### config.mk
export PLATFORM = sky130hd
export DESIGN_NAME = fp_recip_iter
export DESIGN_NICKNAME = d
export VERILOG_FILES = /design/src/rtl/fp_recip_iter.sv
export SDC_FILE = /design/constraint.sdc
export NUM_CORES = 1
export LEC_CHECK = 0
export CORE_AREA = 2 2 270 272
export DETAILED_ROUTE_END_ITERATION = 8
export DIE_AREA = 0 0 272 274
export GPL_TIMING_DRIVEN = 0
export PLACE_DENSITY = 0.43
export SLEW_MARGIN = 20
export SYNTH_ARGS = -nofsm -noshare
export SYNTH_HDL_FRONTEND = slang
export SYNTH_SLANG_ARGS = --single-unit
### constraint.sdc
create_clock -name clk -period 12.6 [get_ports clk]
set_clock_uncertainty 0.05 [all_clocks]
set_input_delay 2.52 -clock clk [delete_from_list [all_inputs] [get_ports clk]]
set_output_delay 2.52 -clock clk [all_outputs]
set_load 0.1 [all_outputs]
### src/rtl/fp_recip_iter.sv
`default_nettype none
// ============================================================================
//  Module   : fp_recip_iter
//  Function : Iterative floating-point reciprocal. It takes a linear seed and
//             applies Newton-Raphson refinement on one shared multiplier.
//  Revision : 1.0  initial release
// ============================================================================
module fp_recip_iter #(
    parameter int NEXP  = 8,
    parameter int NSIG  = 7,
    parameter int ITERS = 2,
    parameter int W     = 2*NSIG+6
) (
    input  logic                 clk,
    input  logic                 rst_n,
    input  logic                 in_valid,
    output logic                 in_ready,
    input  logic [NEXP+NSIG:0]   a,
    output logic                 out_valid,
    input  logic                 out_ready,
    output logic [NEXP+NSIG:0]   r,
    output logic [2:0]           flags
);

    localparam int N    = 1 + NEXP + NSIG;
    localparam int BIAS = 2**(NEXP-1) - 1;
    localparam int MW   = W + 2;
    localparam int EW   = NEXP + 2;
    localparam int CW   = (ITERS > 1) ? $clog2(ITERS) : 1;

    localparam logic [MW-1:0] C_K1       = MW'((64'd24 << W) / 64'd17);
    localparam logic [MW-1:0] C_K2       = MW'((64'd8  << W) / 64'd17);
    localparam logic [MW-1:0] C_TWO      = MW'(64'd2 << W);
    localparam logic [EW-1:0] C_TWO_BIAS = EW'(2*BIAS);
    localparam logic [CW-1:0] C_LAST     = CW'(ITERS-1);

    typedef enum logic [2:0] {
        S_IDLE  = 3'd0,
        S_SEED  = 3'd1,
        S_MUL_T = 3'd2,
        S_MUL_X = 3'd3,
        S_ROUND = 3'd4,
        S_DONE  = 3'd5
    } state_t;

    state_t              r_state;
    state_t              w_state_nxt;
    logic                r_sign;
    logic [NEXP-1:0]     r_exp;
    logic [NSIG-1:0]     r_frac;
    logic [MW-1:0]       r_m;
    logic [MW-1:0]       r_x;
    logic [MW-1:0]       r_t;
    logic [CW-1:0]       r_iter;
    logic [N-1:0]        r_res;
    logic [2:0]          r_flags;

    // Operand decode
    logic                w_a_sign;
    logic [NEXP-1:0]     w_a_exp;
    logic [NSIG-1:0]     w_a_frac;
    logic                w_exp_zero;
    logic                w_exp_max;
    logic                w_special;
    logic                w_accept;
    logic [MW-1:0]       w_a_m;
    logic [N-1:0]        w_spec_r;
    logic [2:0]          w_spec_f;

    assign w_a_sign   = a[N-1];
    assign w_a_exp    = a[N-2:NSIG];
    assign w_a_frac   = a[NSIG-1:0];
    assign w_exp_zero = (w_a_exp == '0);
    assign w_exp_max  = &w_a_exp;
    assign w_special  = w_exp_zero | w_exp_max;
    assign w_accept   = in_valid & in_ready;
    assign w_a_m      = {2'b01, w_a_frac, {(W-NSIG){1'b0}}};

    // Subnormals are treated as signed zero.
    always_comb begin
        w_spec_r = '0;
        w_spec_f = 3'b000;
        if (w_exp_zero) begin
            w_spec_r = {w_a_sign, {NEXP{1'b1}}, {NSIG{1'b0}}};
            w_spec_f = 3'b010;
        end else if (w_a_frac == '0) begin
            w_spec_r = {w_a_sign, {(N-1){1'b0}}};
        end else begin
            w_spec_r = {1'b0, {NEXP{1'b1}}, 1'b1, {(NSIG-1){1'b0}}};
            w_spec_f = 3'b100;
        end
    end

    // Shared multiplier. While idle it forms the seed product (8/17)*m, so the
    // seed is already registered when SEED begins the first refinement.
    logic [MW-1:0]       w_op_a;
    logic [MW-1:0]       w_op_b;
    logic [2*MW-1:0]     w_prod;
    logic [MW-1:0]       w_prod_q;
    logic [MW-1:0]       w_seed;
    logic                w_unused;

    always_comb begin
        w_op_a = r_m;
        w_op_b = r_x;
        case (r_state)
            S_IDLE: begin
                w_op_a = C_K2;
                w_op_b = w_a_m;
            end
            S_MUL_X: begin
                w_op_a = r_x;
                w_op_b = C_TWO - r_t;
            end
            default: begin
                w_op_a = r_m;
                w_op_b = r_x;
            end
        endcase
    end

    assign w_prod   = w_op_a * w_op_b;
    assign w_prod_q = w_prod[W+MW-1:W];
    assign w_seed   = C_K1 - w_prod_q;
    assign w_unused = ^{w_prod[W-1:0], w_prod[2*MW-1:W+MW]};

    // Rounding. For frac != 0 the estimate x lies in (0.5,1), so y = 2x has
    // its leading one at bit W-1 of x.
    logic [NSIG-1:0]     w_yfrac;
    logic                w_guard;
    logic                w_sticky;
    logic                w_frac_nz;
    logic                w_rnd_up;
    logic [NSIG:0]       w_mant_sum;
    logic                w_carry;
    logic [EW-1:0]       w_re;
    logic [NSIG-1:0]     w_fr;
    logic                w_uf;
    logic [N-1:0]        w_rnd_r;

    assign w_yfrac    = r_x[W-2 -: NSIG];
    assign w_guard    = r_x[W-2-NSIG];
    assign w_sticky   = |r_x[W-3-NSIG:0];
    assign w_frac_nz  = |r_frac;
    assign w_rnd_up   = w_guard & (w_sticky | w_yfrac[0]);
    assign w_mant_sum = {1'b0, w_yfrac} + {{NSIG{1'b0}}, w_rnd_up};
    assign w_carry    = w_mant_sum[NSIG];
    assign w_re       = C_TWO_BIAS - {2'b00, r_exp}
                        - {{(EW-1){1'b0}}, w_frac_nz}
                        + {{(EW-1){1'b0}}, w_frac_nz & w_carry};
    assign w_fr       = w_frac_nz ? w_mant_sum[NSIG-1:0] : '0;
    assign w_uf       = w_re[EW-1] | (w_re == '0);
    assign w_rnd_r    = w_uf ? {r_sign, {(N-1){1'b0}}}
                             : {r_sign, w_re[NEXP-1:0], w_fr};

    // State register
    always_ff @(posedge clk or negedge rst_n) begin
        if (!rst_n) begin
            r_state <= S_IDLE;
        end else begin
            r_state <= w_state_nxt;
        end
    end

    always_comb begin
        w_state_nxt = r_state;
        case (r_state)
            S_IDLE:  if (in_valid) w_state_nxt = w_special ? S_DONE : S_SEED;
            S_SEED:  w_state_nxt = S_MUL_X;
            S_MUL_T: w_state_nxt = S_MUL_X;
            S_MUL_X: w_state_nxt = (r_iter == C_LAST) ? S_ROUND : S_MUL_T;
            S_ROUND: w_state_nxt = S_DONE;
            S_DONE:  if (out_ready) w_state_nxt = S_IDLE;
            default: w_state_nxt = S_IDLE;
        endcase
    end

    // Datapath registers
    always_ff @(posedge clk or negedge rst_n) begin
        if (!rst_n) begin
            r_sign  <= 1'b0;
            r_exp   <= '0;
            r_frac  <= '0;
            r_m     <= '0;
            r_x     <= '0;
            r_t     <= '0;
            r_iter  <= '0;
            r_res   <= '0;
            r_flags <= 3'b000;
        end else begin
            case (r_state)
                S_IDLE: begin
                    if (w_accept) begin
                        r_sign <= w_a_sign;
                        r_exp  <= w_a_exp;
                        r_frac <= w_a_frac;
                        r_m    <= w_a_m;
                        r_x    <= w_seed;
                        r_iter <= '0;
                        if (w_special) begin
                            r_res   <= w_spec_r;
                            r_flags <= w_spec_f;
                        end
                    end
                end
                S_SEED, S_MUL_T: r_t <= w_prod_q;
                S_MUL_X: begin
                    r_x    <= w_prod_q;
                    r_iter <= r_iter + CW'(1);
                end
                S_ROUND: begin
                    r_res   <= w_rnd_r;
                    r_flags <= {2'b00, w_uf};
                end
                default: ;
            endcase
        end
    end

    assign in_ready  = (r_state == S_IDLE);
    assign out_valid = (r_state == S_DONE);
    assign r         = r_res;
    assign flags     = r_flags;

endmodule
`default_nettype wire
==> results of run 1 <==
[cell usage in the layout, fill, tap and decap left out, drive strengths merged, types with 8 or more instances in the layout]
cell type        n
nor2           242
nand4           19
and4             8
nand2b          11
a22o            10
o21bai           8
inv            455
nor3            43
a21oi           81
nor2b           11
and2            36
o21a            14
nand3           36
xnor2           34
a31oi           14
clkbuf          97
a21o            23
a211oi          12
o211ai          14
xor2            23
and3            18
nand2          476
clkdlybuf4s50   39
dfrtp           84
o22a            10
buf             26
or4             11
o21ai           92
nor4            11
fa             396
a22oi           15
ha             156
o22ai            8
[metal layers]
metal,up-vias,GRT usage,part of all wire
li1,8227,-,-
met1,9574,0.3211,0.43
met2,668,0.3909,0.47
met3,130,0.02750,0.060
met4,4,0.07794,0.038
met5,-,0,0.00037
[cells in the mapped netlist (5+ instances only)]
library cell | number | share of area
xnor2_1 | 34 | 0.014
buf_1 | 9 | 0.0016
o21a_1 | 14 | 0.0049
nand2b_1 | 11 | 0.0032
clkbuf_1 | 87 | 0.015
a31oi_1 | 14 | 0.0041
a211o_1 | 5 | 0.0020
nand3_1 | 36 | 0.0084
o22a_1 | 10 | 0.0041
and4_1 | 8 | 0.0033
nand4_1 | 18 | 0.0053
dfrtp_1 | 84 | 0.098
o21bai_1 | 8 | 0.0028
nand2_1 | 474 | 0.083
a221oi_1 | 5 | 0.0020
mux2i_1 | 7 | 0.0033
o22ai_1 | 8 | 0.0023
xor2_1 | 23 | 0.0094
a22oi_1 | 15 | 0.0053
o211ai_1 | 13 | 0.0046
nor2b_1 | 11 | 0.0032
ha_1 | 156 | 0.091
o31ai_1 | 5 | 0.0018
and2_1 | 35 | 0.010
a21oi_1 | 77 | 0.018
o21ai_0 | 80 | 0.019
a22o_1 | 10 | 0.0041
o21ai_1 | 10 | 0.0023
a21o_1 | 23 | 0.0081
and3_1 | 16 | 0.0047
nor3_1 | 40 | 0.0094
buf_2 | 6 | 0.0014
or3_1 | 7 | 0.0020
inv_1 | 451 | 0.079
or4_1 | 9 | 0.0032
fa_1 | 396 | 0.37
a211oi_1 | 9 | 0.0032
nor4_1 | 7 | 0.0020
nor2_1 | 238 | 0.042
[timing repair]
item	in CTS	in global routing
hold endpoints to repair	0	0
gates resized for setup	0	1
buffers inserted	0	0
setup endpoints to repair	0	5
[path summary, 6_finish.rpt]
| path | slack (ps) | startpoint | cells past startpoint | end |
|---|---|---|---|---|
| worst max-delay path | 540 | a[1] | 32 | r_x[10]$_DFFE_PN0P_ |
| worst min-delay path | 430 | r_sign$_DFFE_PN0P_ | 2 | r_sign$_DFFE_PN0P_ |
| worst max register to register | 920 | r_state[1]$_DFFE_PN0P_ | 38 | r_x[10]$_DFFE_PN0P_ |
| worst min register to register | 430 | r_sign$_DFFE_PN0P_ | 2 | r_sign$_DFFE_PN0P_ |
| max in group asynchronous | 9880 | rst_n | 2 | r_t[7]$_DFFE_PN0P_ |
| min in group asynchronous | 2020 | rst_n | 1 | r[10]$_DFFE_PN0P_ |
[through the flow]
step	instances	util	cell area, µm²	TNS, ps
floorplan	2564	-	21370	0
global placement	3563	0.3192	22970	-2585
detailed placement	3569	0.3207	23080	0
CTS	3585	0.3249	23380	0
global route	3585	0.3251	23400	0
finish	3585	0.3251	23400	0
[kinds of logic (layout without fill, tap and decap cells)]
logic type,count (synthesis),in the layout,share of synthesized area
muxes,9,9,0.004332
adders and majority gates,552,552,0.4622
buffers and inverters,558,620,0.09922
DFF,84,84,0.09834
and+or+nand+nor,944,944,0.1970
xor gates and xnor gates,57,57,0.02336
AOI/OAI and AO/OA,360,360,0.1156
[cell type report]
type	count	share of cell area
plain buffers	106	0.01818
inverters	452	0.07252
clock inverters	6	0.002941
well taps	959	0.05129
repair buffers	46	0.02027
multi-input cells	1922	0.7347
flip-flops and latches	84	0.08984
clock buffers	10	0.01021
[worst max-delay path, delay by kind of cell]
kind	cells	cell delay, ps
buffers and inverters	5	1450
adders and majority gates	9	4060
and+or+nand+nor	8	1630
AOI/OAI and AO/OA	10	2550
[flip-flops by register name, indices dropped and copies added (netlist names), 2 cells and up]
signal and flops:
r_state 3, r_x 22, r 16, r_t 22, r_frac 6, r_exp 8, flags 3, r_m 2
==> impl_metrics.tcl, run 1 <==
set metrics [dict create \
    drtIter0Drc 1442 \
    diodes 0 \
    grt_usage 0.2361 \
    hold_viol 0 \
    max_freq_mhz 82.91 \
    die_x_um 272 \
    critPathLaunchType "primary input" \
    wl_mm 86.47 \
    start_util 0.2970 \
    grt_pass1_wl_mm 128.3 \
    cts_root_buf "clkbuf_16" \
    cts-buffers-inserted 9 \
    setup_ws_ps 538.1 \
    hp-class "flop to flop" \
    synth_edf_count 0 \
    grt_pass1_vias 19210 \
    nets 3193 \
    async_flop_share 1.000 \
    tightest_slew_ps 1208 \
    cap_violations 0 \
    die_h_um 274 \
    cp_common_cell "fa_1" \
    ys_types 97 \
    multi_input_area_um2 17190 \
    yosys_warnings 0 \
    cts_tree "built" \
    syn_to_final_growth_pct 9.460 \
    drt_first_pass_iters 6 \
    n_fill_cell 7701 \
    hold_slack_ps 433.6 \
    criticalPathCategory "primary input to flop" \
    cp_slowest_cell "clkbuf_1" \
    rows 99 \
    clock_sinks 84 \
    setup-violations-final 0 \
    num_vias 18600 \
    dp_hpwl_mm 73.28 \
    final.period_utilization 0.9573 \
    min_period_ps 12060 \
    io_pins 41 \
    antenna_found_initial 3 \
    place_congestion 0.9623 \
    worstSetupEndpointType "flop" \
    ys_ff_latch 84 \
    routed_via_density 5.189 \
    synth_ff_type "dfrtp_1" \
    regArea_um2 2102 \
    rsz0062_at_grt "false" \
    die-area_um2 74530 \
    relSlewSlack 0.1943 \
    path_max_fanout 10 \
    coreArea_um2 71970 \
    grt_max_degree 45 \
    hold_buffers 0 \
    clk_latency_ps 360 \
    wire_per_inst_um 24.12 \
    synthesis.area_um2 21370 \
    syn_nets 3136 \
    overflow 0 \
    drv_slew 0 \
    final_layout_size_suffix_gt1_frac 0.03351 \
    cp.arrival_ps 12220 \
    clk_pin_slew_ps 70 \
    final_antenna_net_count 0 \
    status "finished clean" \
    drc 0 \
    required_ps 12760 \
    slowest_delay_ps 670 \
    pre_cts_slack_ps 32.65 \
    synth_cells 2564 \
    synth_area_per_cell_um2 8.336 \
    clock_path_buffers 2 \
    port_buffers 40 \
    ys_seq_area_frac 0.09834 \
    htreeDepth 3 \
]
Power of run 1 is not shown: default switching activity piles up to over one toggle a cycle in this logic, so the estimate is an artifact.
==> run 2: changes to the inputs <==
ABC_CLOCK_PERIOD_IN_PS = 12600   (was default)
==> results of run 2 <==
Same layout as run 1: the final DEF is identical, and so are final timing and power.
Power of run 2 is left out for the same reason.
==> run 3: changes to the inputs <==
ABC_CLOCK_PERIOD_IN_PS = 12500   (was 12600)
CTS_CLUSTER_SIZE = 30   (was default)
clock period = 12.5 ns   (was 12.6 ns; I/O delays follow)
==> results of run 3 <==
Same layout as run 1 (identical final DEF). Status: finished clean.
Among the figures that moved: setup slack after placement 32.65 ps -> -47.35 ps; setup slack after layout 538.1 ps -> 458.1 ps; register-to-register setup slack 920 ps -> 820 ps
Power of run 3 is left out for the same reason.
==> patch 1, RTL diff (settings of run 3) <==
Change the parameter `NSIG` from 7 to 8.
--- a/src/rtl/fp_recip_iter.sv
+++ b/src/rtl/fp_recip_iter.sv
@@ -7,7 +7,7 @@
 // ============================================================================
 module fp_recip_iter #(
     parameter int NEXP  = 8,
-    parameter int NSIG  = 7,
+    parameter int NSIG  = 8,
     parameter int ITERS = 2,
     parameter int W     = 2*NSIG+6
 ) (
Ports: changed (resized a and r); port bits go from 41 to 43. The function was not compared with the original's and may differ.
==> patch 1 against run 3 <==
Area after synthesis grew 12%. Sequential cell count rose by 6. Highest routed layer is now met4. Design area grew 12%. Global-route usage increased by 1.3 points. Worst setup slack lost 0.13 ns. Largest cell class unchanged. Wire length increased by 5.4%. Critical path depth decreased by 1.
Power is not shown: default switching activity piles up to over one toggle a cycle in this logic, so the estimate is an artifact.
==> patch 1: results <==
{
  "hpwl_um": 77800,
  "clock_path_buffers": 2,
  "synth.net_count": 3491,
  "drtIter0Drc": 1518,
  "drive_above_1_share": 0.0398,
  "setup_violations": 0,
  "pre_cts_slack_ns": -0.844,
  "final_cells": 3852,
  "crit_path_max_fanout": 10,
  "worstMarginPinSlew_ns": 1.11,
  "gp_congestion": 0.962,
  "ys_seq_area_frac": 0.0944,
  "yosysMostFrequentCell": "inv_1",
  "vias": 20100,
  "wl_met1_um": 39900,
  "wl_met2_um": 42700,
  "cts_root_buffer": "clkbuf_16",
  "synth_cell_type_count": 92,
  "clock_latency_ns": 0.35,
  "ys_top_cells_by_count": "inv_1 (554), nand2_1 (508), fa_1 (481), nor2_1 (278), ha_1 (170)",
  "wl_met3_um": 5200,
  "slowest_stage": "a221oi_1",
  "dr.pass1.iters": 6,
  "cts_buffers": 9,
  "top_layer_used": "met4",
  "yosysWarnings": 0,
  "htreeDepth": 3,
  "hold_class": "register to register",
  "fin_nets": 3559,
  "grt_max_degree": 74,
  "placed_cells": 3831,
  "antenna_found_initial": 2,
  "syn_inst": 2819,
  "wl_per_cell_um": 23.7,
  "startpoint_type": "primary input",
  "status": "complete, no violations",
  "synth_ff_type": "dfrtp_1",
  "grt_usage": 0.250,
  "slew_viol_final": 0,
  "synth_async_sr_flop_share": 1.00,
  "critPathMaxStageDelay_ns": 0.63,
  "clk_pin_slew_ns": 0.07,
  "crit_arrival_ns": 12.36,
  "synth_area_leaders": "fa_1 (40%), dfrtp_1 (9.4%), ha_1 (8.9%), inv_1 (8.7%), nand2_1 (8.0%)",
  "grt_pass1_vias": 21200,
  "place_area_sq_um": 25700,
  "port_buffers": 41,
  "grt_pass1_wl_um": 137000
}
-- patch 1: cell count changes after synthesis, moves of 14 or more --
cell,run 3,this run
inv_1,451,554
nor2_1,238,278
fa_1,396,481
ha_1,156,170
clkbuf_1,87,116
nand2_1,474,508
-- patch 1: critical path, delay by kind of cell --
family,cells,cell delay [ns]
buf+inv,7,1.55
simple gates,5,0.66
xor+xnor,1,0.59
compound gates,10,3.29
fa+ha+maj,8,3.75
-- patch 1: metal layers --
metal,up-vias,track usage
met5,-,0
met4,0,0.0778
met3,146,0.0263
met2,669,0.414
met1,10400,0.343
li1,8860,-
-- patch 1: repair_timing --
action                     4_1_cts  5_1_grt
setup endpoints to repair        8       13
setup buffers                    0        3
gates resized for setup          6       22
pin swaps                        0        2
-- patch 1: final cells by class --
type                            count  area (sq um)
Tap cell                          959          1200
Inverter                          554          2080
Timing Repair Buffer               59           583
Clock buffer                       12           256
Antenna cell                        1          2.50
Clock inverter                      4          50.0
Multi-Input combinational cell   2046         19200
Buffer                            127           505
Fill cell                        7590         45900
Sequential cell                    90          2250
-- patch 1: cell families after synthesis --
kind of cell               Yosys count  share of synthesized area
AOI/OAI and AO/OA                  346                      0.101
xor gates and xnor gates            69                     0.0267
adders and majority gates          651                      0.493
buffers and inverters              683                      0.108
DFF                                 90                     0.0944
muxes                               12                    0.00545
and+or+nand+nor                    968                      0.171
-- patch 1: path summary, 6_finish.rpt --
check | start | end | slack, ns | depth (start not counted)
max in group asynchronous | rst_n | r_t[15] | 9.84 | 2
worst max-delay path | a[4] | r_x[23] | 0.33 | 31
worst min-delay path | flags[2] | flags[2] | 0.43 | 1
worst max register to register | r_state[0] | r_x[22] | 0.63 | 36
worst min register to register | flags[2] | flags[2] | 0.43 | 1
min in group asynchronous | rst_n | r_exp[7] | 1.94 | 1
==> patch 2, RTL diff (flow settings as in run 3) <==
Made on the original files. Reset style: synchronous (`rst_n`), changed in 2 clocked blocks.
--- a/src/rtl/fp_recip_iter.sv
+++ b/src/rtl/fp_recip_iter.sv
@@ -154,7 +154,7 @@
                              : {r_sign, w_re[NEXP-1:0], w_fr};
 
     // State register
-    always_ff @(posedge clk or negedge rst_n) begin
+    always_ff @(posedge clk) begin
         if (!rst_n) begin
             r_state <= S_IDLE;
         end else begin
@@ -176,7 +176,7 @@
     end
 
     // Datapath registers
-    always_ff @(posedge clk or negedge rst_n) begin
+    always_ff @(posedge clk) begin
         if (!rst_n) begin
             r_sign  <= 1'b0;
             r_exp   <= '0;
Check against the original RTL: differs if rst_n is asserted again (counterexample within 4 cycles, from zero or initial values and one cycle with rst_n low); with rst_n held inactive, the same outputs for 4 cycles.
==> patch 2 against run 3 <==
Sequential share of layout area is 1.7 points lower. Area after synthesis is 1.9% lower. Critical path depth stayed put. Worst setup slack worse by 0.16 ns. Design area is 1.6% lower. Synthesized cell count is 0.43% higher. Sequential cell count stayed put. Core utilization is 0.51 points lower. Wire length is 0.54% higher. Highest routed layer is now met4.
Power is not shown: default switching activity piles up to over one toggle a cycle in this logic, so the estimate is an artifact.
==> patch 2: results <==
{
  "drtIter0Drc": 1543,
  "grt_pass1_wl_um": 129000,
  "status": "complete, no violations",
  "final_cells": 3597,
  "top_layer_used": "met4",
  "grt_max_degree": 14,
  "synth_compound_area_frac": 0.125,
  "pre_cts_slack_ns": -0.0780,
  "seq_area_sq_um": 1680,
  "totalWireLength_um": 86900,
  "crit_arrival_ns": 12.37,
  "vias_per_cell": 5.17,
  "fin_nets": 3204,
  "yosys.area_share.xor_xnor": 0.0260,
  "synth_mux_area_frac": 0.00334,
  "grt_use_met3": 0.0353,
  "slew-limit-headroom": 0.195,
  "place_area_sq_um": 22700,
  "grtUsageMet2": 0.394,
  "synth_async_sr_flop_share": 0,
  "slowest_stage": "nand2_1",
  "wl_met1_um": 37500,
  "dr.pass1.iters": 5,
  "syn_inst": 2575,
  "ys_top_cells_by_count": "inv_1 (457), nand2_1 (446), fa_1 (396), nor2_1 (269), ha_1 (156)",
  "gp_congestion": 0.983,
  "ff2ff_setup_slack_ns": 0.30,
  "drive_above_1_share": 0.0391,
  "grt_usage": 0.236,
  "critPathMaxStageDelay_ns": 0.72,
  "nFillCells": 7788,
  "wl_met3_um": 5410,
  "grt_pass1_vias": 19200,
  "synth_adder_area_share": 0.471,
  "whs_ns": 0.411,
  "criticalPathCategory": "register to register"
}
-- patch 2: cell type report --
cell class                 instances  area share
clock inverter                     5     0.00217
inverter                         457      0.0745
tap                              959      0.0521
antenna                            1    0.000109
clock buffer                      11      0.0110
buffer                           109      0.0200
timing repair buffer              46      0.0201
sequential                        84      0.0730
multi-input combinational       1925       0.747
-- patch 2: worst min path at each step --
stage | startpoint | end | cells past startpoint
2_1_floorplan | r_sign | r_sign | 2
5_1_grt | r[1] | r[1] | 1
3_5_place_dp | r_sign | r_sign | 2
4_1_cts | r_sign | r_sign | 2
3_3_place_gp | r_sign | r_sign | 2
6_report | r_sign | r_sign | 2
-- patch 2: kinds of logic (layout without fill, tap and decap cells) --
family	after synthesis	after routing
AND/OR/NAND/NOR	924	924
buffers and inverters	566	628
adder cells (fa/ha/maj)	552	552
AO/OA/AOI/OAI	387	387
flip-flops	84	84
XOR/XNOR	55	55
multiplexers	7	7
other	0	1
